File: config.mk
export PLATFORM = sky130hd
export DESIGN_NAME = dtc_seq_walker
export DESIGN_NICKNAME = d
export VERILOG_FILES = /design/src/rtl/dtc_seq_walker.sv
export SDC_FILE = /design/constraint.sdc
export NUM_CORES = 2
export LEC_CHECK = 0
export CAP_MARGIN = 20
export CORE_MARGIN = 10
export CORE_UTILIZATION = 45
export DETAILED_ROUTE_END_ITERATION = 7
export HOLD_SLACK_MARGIN = 0.12
export SLEW_MARGIN = 10
export SYNTH_ARGS = -nofsm -noshare
export SYNTH_HDL_FRONTEND = slang
export SYNTH_SLANG_ARGS = --single-unit
File: constraint.sdc
create_clock -name clk -period 62.8 [get_ports clk]
set_input_delay 18.84 -clock clk [delete_from_list [all_inputs] [get_ports clk]]
set_output_delay 18.84 -clock clk [all_outputs]
set_load 0.05 [all_outputs]
File: src/rtl/dtc_seq_walker.sv
// Table-driven decision-tree classifier: walks a run-time-loaded node table one node per cycle
// between a valid/ready feature-vector input and a valid/ready class output.
module dtc_seq_walker #(
    parameter  int unsigned N_FEAT    = 8,
    parameter  int unsigned N_CLASS_W = 2,
    parameter  int unsigned N_NODES   = 64,
    parameter  int unsigned MAX_STEPS = 16,
    localparam int unsigned NODE_AW   = $clog2(N_NODES),
    localparam int unsigned STEP_W    = $clog2(MAX_STEPS + 1),
    localparam int unsigned FIDX_W    = $clog2(N_FEAT),
    localparam int unsigned ENTRY_W   = 1 + FIDX_W + 2 * NODE_AW + N_CLASS_W
) (
    input  logic                 clk,
    input  logic                 rst,
    input  logic                 in_valid,
    output logic                 in_ready,
    input  logic [N_FEAT-1:0]    in_data,
    output logic                 out_valid,
    input  logic                 out_ready,
    output logic [N_CLASS_W-1:0] out_class,
    output logic                 out_err,
    output logic [STEP_W-1:0]    out_steps,
    input  logic                 cfg_we,
    input  logic [NODE_AW-1:0]   cfg_addr,
    input  logic [ENTRY_W-1:0]   cfg_data,
    output logic                 cfg_err
);

    typedef enum logic [1:0] {IDLE, WALK, DONE} state_t;

    state_t               state, state_n;
    logic [ENTRY_W-1:0]   tbl [N_NODES];
    logic [N_FEAT-1:0]    feat;
    logic [NODE_AW-1:0]   cur, cur_n;
    logic [STEP_W-1:0]    steps, steps_n;
    logic [N_CLASS_W-1:0] cls_q, cls_n;
    logic                 err_q, err_n;
    logic                 cfg_err_q;

    logic [ENTRY_W-1:0]   ent;
    logic                 e_leaf;
    logic [FIDX_W-1:0]    e_fidx;
    logic [NODE_AW-1:0]   e_lo, e_hi, child;
    logic [N_CLASS_W-1:0] e_cls;
    logic                 fidx_ok, child_ok, addr_ok, cfg_ok;

    assign ent    = tbl[cur];
    assign e_leaf = ent[ENTRY_W-1];
    assign e_fidx = ent[ENTRY_W-2 -: FIDX_W];
    assign e_lo   = ent[2*NODE_AW+N_CLASS_W-1 -: NODE_AW];
    assign e_hi   = ent[NODE_AW+N_CLASS_W-1 -: NODE_AW];
    assign e_cls  = ent[N_CLASS_W-1:0];
    assign child  = feat[e_fidx] ? e_hi : e_lo;

    // Range checks only exist when the field width can encode out-of-range values.
    if (N_FEAT == (1 << FIDX_W)) begin : g_fidx_full
        assign fidx_ok = 1'b1;
    end else begin : g_fidx_part
        assign fidx_ok = (32'(e_fidx) < N_FEAT);
    end

    if (N_NODES == (1 << NODE_AW)) begin : g_node_full
        assign child_ok = 1'b1;
        assign addr_ok  = 1'b1;
    end else begin : g_node_part
        assign child_ok = (32'(child) < N_NODES);
        assign addr_ok  = (32'(cfg_addr) < N_NODES);
    end

    assign cfg_ok = cfg_we && (state == IDLE) && addr_ok;

    always_comb begin
        state_n = state;
        cur_n   = cur;
        steps_n = steps;
        cls_n   = cls_q;
        err_n   = err_q;
        unique case (state)
            IDLE: begin
                if (in_valid) begin
                    state_n = WALK;
                    cur_n   = '0;
                    steps_n = '0;
                end
            end
            WALK: begin
                if (e_leaf) begin
                    cls_n   = e_cls;
                    err_n   = 1'b0;
                    state_n = DONE;
                end else if (!fidx_ok || !child_ok) begin
                    cls_n   = '0;
                    err_n   = 1'b1;
                    state_n = DONE;
                end else if (steps == STEP_W'(MAX_STEPS)) begin
                    cls_n   = '0;
                    err_n   = 1'b1;
                    state_n = DONE;
                end else begin
                    cur_n   = child;
                    steps_n = steps + STEP_W'(1);
                end
            end
            DONE: begin
                if (out_ready) state_n = IDLE;
            end
            default: state_n = IDLE;
        endcase
    end

    always_ff @(posedge clk or posedge rst) begin
        if (rst) begin
            state     <= IDLE;
            feat      <= '0;
            cur       <= '0;
            steps     <= '0;
            cls_q     <= '0;
            err_q     <= 1'b0;
            cfg_err_q <= 1'b0;
        end else begin
            state     <= state_n;
            cur       <= cur_n;
            steps     <= steps_n;
            cls_q     <= cls_n;
            err_q     <= err_n;
            cfg_err_q <= cfg_we && !((state == IDLE) && addr_ok);
            if (state == IDLE && in_valid) feat <= in_data;
        end
    end

    always_ff @(posedge clk or posedge rst) begin
        if (rst) begin
            for (int unsigned i = 0; i < N_NODES; i++) tbl[i] <= '0;
        end else if (cfg_ok) begin
            tbl[cfg_addr] <= cfg_data;
        end
    end

    assign in_ready  = (state == IDLE);
    assign out_valid = (state == DONE);
    assign out_class = cls_q;
    assign out_err   = err_q;
    assign out_steps = steps;
    assign cfg_err   = cfg_err_q;

endmodule

Word level (Yosys, flattened, before mapping)
Index checks and enable logic that the tools add are counted.
- add/sub/neg operators: 1
- $lt $le $gt $ge: 4
- equality and inequality tests: 8
- muxes and demuxes: 26
- bitwise operators: 2
- reduce and logical (&&, ||, !) cells: 11
- operators with widths (kind ; number):
    1152-bit bitwise mux ; 1
    18-bit binary-select mux with 6-bit select ; 1
    18-bit demux with 6-bit select ; 1
    18-bit two-way mux ; 3
    6-bit two-way mux ; 4
    5-bit two-way mux ; 3
    7-bit greater-or-equal comparator, second input constant ; 2
    6-bit inverter with 7-bit output ; 2
    2-bit two-way mux ; 6
    6-bit one-hot mux with 2 select lines ; 1
    5-bit one-hot mux with 2 select lines ; 1
    7-bit by 1-bit less-than comparator with 1-bit output, second input constant ; 1
    2-bit != test, second input constant ; 3
    2-bit one-hot mux with 3 select lines ; 1
    5-bit by 1-bit adder with 5-bit output, second input constant ; 1
    5-bit equality test, second input constant ; 1
    1-bit logical AND ; 4
    3-bit by 4-bit less-than comparator with 1-bit output, second input constant ; 1
    4-bit AND reduction ; 1
    2-bit nonzero test ; 2
    1-bit binary-select mux with 3-bit select ; 1
    1-bit two-way mux ; 3
    3-bit != test, second input constant ; 1
    3-bit AND reduction ; 1
    other kinds (6) ; 6
- flip-flop bits (word level): 1177
- output and inout port bits: 11
- logic and storage cells: 123

Longest topological paths before layout
- word-level depth: 10
- gate-level depth with buffers: 13
- depth with buffers taken out: 9

Worst setup path after synthesis
No wires, ideal clock.
- kind: input to register
- start: in cfg_addr[3]
- end: reg tbl[1026] in the netlist's numbering
- arrival: 20.712 ns
- required time: 62.675 ns
- slack: 41.963 ns
- stages on the path: 6
- path through: clkbuf_1 > nor3_1 > nor2b_1 > clkbuf_1 > buf_1 > mux2_2
- longest elaborated chain between the ends: 6
- elaborated cells between the ends (all ways): 7
- ends and longest elaborated chain (element ; RTL line ; source):
    from (decl) ; 24 ; input logic [NODE_AW-1:0] cfg_addr,
    6-bit inverter with 7-bit output (implied by the code) (*) ; 135 ; tbl[cfg_addr] <= cfg_data;
    7-bit greater-or-equal comparator (implied by the code) / 7-bit by 1-bit less-than comparator with 1-bit output (equally long branches) ; 135 ;
    1-bit logical AND (implied by the code) ; 135 ;
    18-bit two-way mux (implied by the code) ; 135 ;
    18-bit demux with 6-bit select (*) ; 135 ;
    1152-bit bitwise mux (*) ; 135 ;
    to (signal, indexed assignment) ; 135 ;
    to (decl) ; 32 ; logic [ENTRY_W-1:0] tbl [N_NODES];
Mark *: on every way between the ends. The rest lies on a longest branch, timed or not.
A chain may end at the register's enable or synchronous reset.

==> flow_metrics.env <==
export IMPL_outcome="complete, no violations"
export IMPL_rows=126
export IMPL_cts_sinks=1177
export IMPL_io_buffers=47
export IMPL_die_height_um=363.6
export IMPL_grt_start_max_net_pins=197
export IMPL_yosysWarnings=0
export IMPL_r2r_start="cur[1]"
export IMPL_whs_path_depth=1
export IMPL_sequentialPowerShare_pct=44.2
export IMPL_p_switching_mw=0.5750
export IMPL_required_ps=63690
export IMPL_worstSetupPathType="in2async"
export IMPL_report_final_slew_viol_count=0
export IMPL_die_w_um=363.6
export IMPL_intPower_mw=1.506
export IMPL_postCtsSetupRepairBufs=0
export IMPL_clkSlewWorstSetupHoldPaths_ps=50
export IMPL_switching_share_pct=27.63
export IMPL_final_cells=4833
export IMPL_arrival_ps=24920
export IMPL_fmax_ghz=0.04162
export IMPL_max_cap_viol_count=0
export IMPL_relSlewSlack_pct=26.63
export IMPL_syn_area_um2=53140
export IMPL_holdWs_ps=496.7
export IMPL_vias=29150
export IMPL_rsz0062_at_grt="false"
export IMPL_rrSetupSlack_ps=57140
export IMPL_via_per_inst=6.030
export IMPL_routed_wl_um=142500
export IMPL_yosys_cell_types_count=44
export IMPL_seq_area_frac_synth_pct=55.42
export IMPL_leakage_nw=28.03
export IMPL_drt_pass1_iter_count=5
export IMPL_cts_root_buf="clkbuf_16"
export IMPL_power_density_nw_per_um2=34.93
export IMPL_grt_pass1_vias=32290
export IMPL_final_util_pct=50.65
export IMPL_start_kind="input pin"
export IMPL_period_needed_ps=24030
export IMPL_final_hold_violation_count=0
export IMPL_ir_drop_mv=0.02616
export IMPL_h_tree_depth=4
export IMPL_dp_hpwl_um=84020
export IMPL_drc_errors=0
export IMPL_tns_ps=0
export IMPL_start_util_pct=45.19
export IMPL_syn_to_final_growth_pct=12.10
export IMPL_ys_ff_latch=1177
export IMPL_ios=48
export IMPL_wl_per_cell_um=29.48
export IMPL_holdCritPathClass="reg2reg"
export IMPL_min_to="tbl[99]"
export IMPL_worst_pin_slew_ps=1101
export IMPL_rr_endpoint="cur[3]"
export IMPL_setup_viol=0
export IMPL_avgSynthCellArea_um2=16.61
export IMPL_cts_tree="yes"
export IMPL_core_um2=117600
export IMPL_gp_congestion=0.7851
export IMPL_combPwrFrac_pct=19.6
export IMPL_fin_crit_sh_pct=38.26
export IMPL_grt_overflow_total=0
export IMPL_pwr_share_clk_pct=36.2
export IMPL_synth_fp_nets=3239
export IMPL_track_usage_pct=21.81
export IMPL_hp_start="tbl[99]"
export IMPL_cts_resized_gates=0
export IMPL_grt_pass1_wl_um=214900
export IMPL_critical_path_endpoint_type="async pin"
export IMPL_fill_cells=9563
export IMPL_cp_max_fo=182
export IMPL_drt_iter0_markers=1920
export IMPL_antenna_found_initial=7
export IMPL_fin_skew_ps=30.62
export IMPL_drive_gt1_share_pct=57.13
export IMPL_clock_path_buffers=3
export IMPL_die_area_um2=132200
export IMPL_cts_buffers=130
export IMPL_postCtsHoldBufs=0
export IMPL_dp_cells=4596
export IMPL_ant_nets=0
export IMPL_clkLatencyLatePin_ps=740
export IMPL_r2r_cells=9
export IMPL_synthCells=3200
export IMPL_total_power_mw=2.081
export IMPL_layout_nets=3235
## critical path, stage by stage
cell and delay, ps:
clkdlybuf4s50_1 500, inv_8 670, buf_4 800, buf_12 670, buf_4 730, buf_4 880
buf_4 780, buf_4 400, buf_16 330
## through the flow
step                cell area [µm²]  setup WS, ps
global placement              55240         37710
finish                        59570         38770
detailed placement            55240         37310
CTS                           59470         38120
global route                  59570         37850
floorplan                     53140         10810
## Yosys cell counts, drive strengths merged
master	count	area, µm²
and3	3	18.77
clkbuf	226	848.3
mux2	1164	13110
xor2	3	26.28
mux4	369	8310
a21bo	1	10.01
nand2b	3	18.77
a31o	1	8.760
o2111ai	2	17.52
o311ai	2	17.52
a311oi	1	8.760
dfrtp	1177	29450
a31oi	1	6.260
a21oi	2	10.01
nand3b	4	30.03
o22ai	1	6.260
nand2	63	236.5
nand3	15	75.07
nor3b	3	33.78
nor3	5	25.02
o31ai	1	7.510
o211ai	8	60.06
a211oi	4	35.03
nor2b	11	68.82
and3b	2	17.52
buf	69	326.6
mux2i	11	110.1
and2	2	12.52
inv	9	33.78
nand4	8	50.05
ha	2	25.02
or2	1	6.260
nor2	22	85.09
o211a	1	10.01
a22oi	1	7.510
a211o	2	17.52
## state kept, by name, summed over array words and instances, names as in the netlist
| register | count |
|---|---|
| tbl | 1152 |
| cur | 6 |
| out_err | 1 |
| feat | 8 |
| cfg_err | 1 |
| out_class | 2 |
| state | 2 |
| out_steps | 5 |
## power by group through the flow
| stage | Clock (mW) | Combinational (mW) | Sequential [mW] |
|---|---|---|---|
| final | 0.753 | 0.408 | 0.921 |
| after global routing | 0.800 | 0.436 | 0.932 |
| after CTS | 0.769 | 0.414 | 0.920 |
| after detailed placement | 0 | 0.413 | 0.933 |
| after global placement | 0 | 0.403 | 0.922 |
| after floorplan | 0 | 0.305 | 0.914 |
## layout make-up
cell class                 count  area, µm²  area share [%]
antenna                        3      7.507         0.01260
clock buffer                 197       3819           6.410
clock inverter                33      411.6          0.6910
inverter                       9      43.79         0.07351
multi-input combinational   1719      22570           37.88
sequential                  1177      29470           49.46
tap                         1536       1922           3.226
timing repair buffer         159       1336           2.243
## layout by cell type, fill, tap and decap left out, drive strengths merged, types with 2 or more instances in the layout
master         instances
nor2b                 11
diode                  3
clkdlybuf4s50         29
mux2i                 11
clkbuf               197
and3                   3
clkinv                23
nand3                 15
nor2                  22
o311ai                 2
inv                   13
nor3b                  3
nand2b                 3
a211o                  2
dfrtp               1177
nand3b                 4
mux2                1164
nand2                 63
and3b                  2
mux4                 369
o2111ai                2
nor3                   5
and2                   2
ha                     2
nand4                  8
xor2                   3
buf                  130
a21oi                  2
a211oi                 4
bufinv                 6
o211ai                 8
## cells by family (layout without fill, tap and decap cells)
family / count (synthesis) / count (layout) / synth area share (%)
other cells: 0 / 3 / 0
flops: 1177 / 1177 / 55.42
fa+ha+maj: 2 / 2 / 0.04708
xor+xnor: 3 / 3 / 0.04945
simple gates: 142 / 142 / 1.276
compound gates: 28 / 28 / 0.4191
mux: 1544 / 1544 / 40.51
buf+inv: 304 / 398 / 2.274
## layer usage
| metal | track usage, % | vias to the layer above | share of wire (%) |
|---|---|---|---|
| li1 | - | 12020 | - |
| met1 | 28.76 | 16270 | 43 |
| met2 | 36.91 | 615 | 50 |
| met3 | 3.548 | 238 | 4.0 |
| met4 | 6.850 | 6 | 2.9 |
| met5 | 0 | - | 0.025 |
## worst max-delay path by stage
stage / from / end
floorplan: rst / cfg_err
global placement: rst / tbl[795]
detailed placement: rst / tbl[833]
global route: rst / tbl[813]
finish: rst / tbl[831]
CTS: rst / tbl[795]
Power figures use the tool's default switching activity.
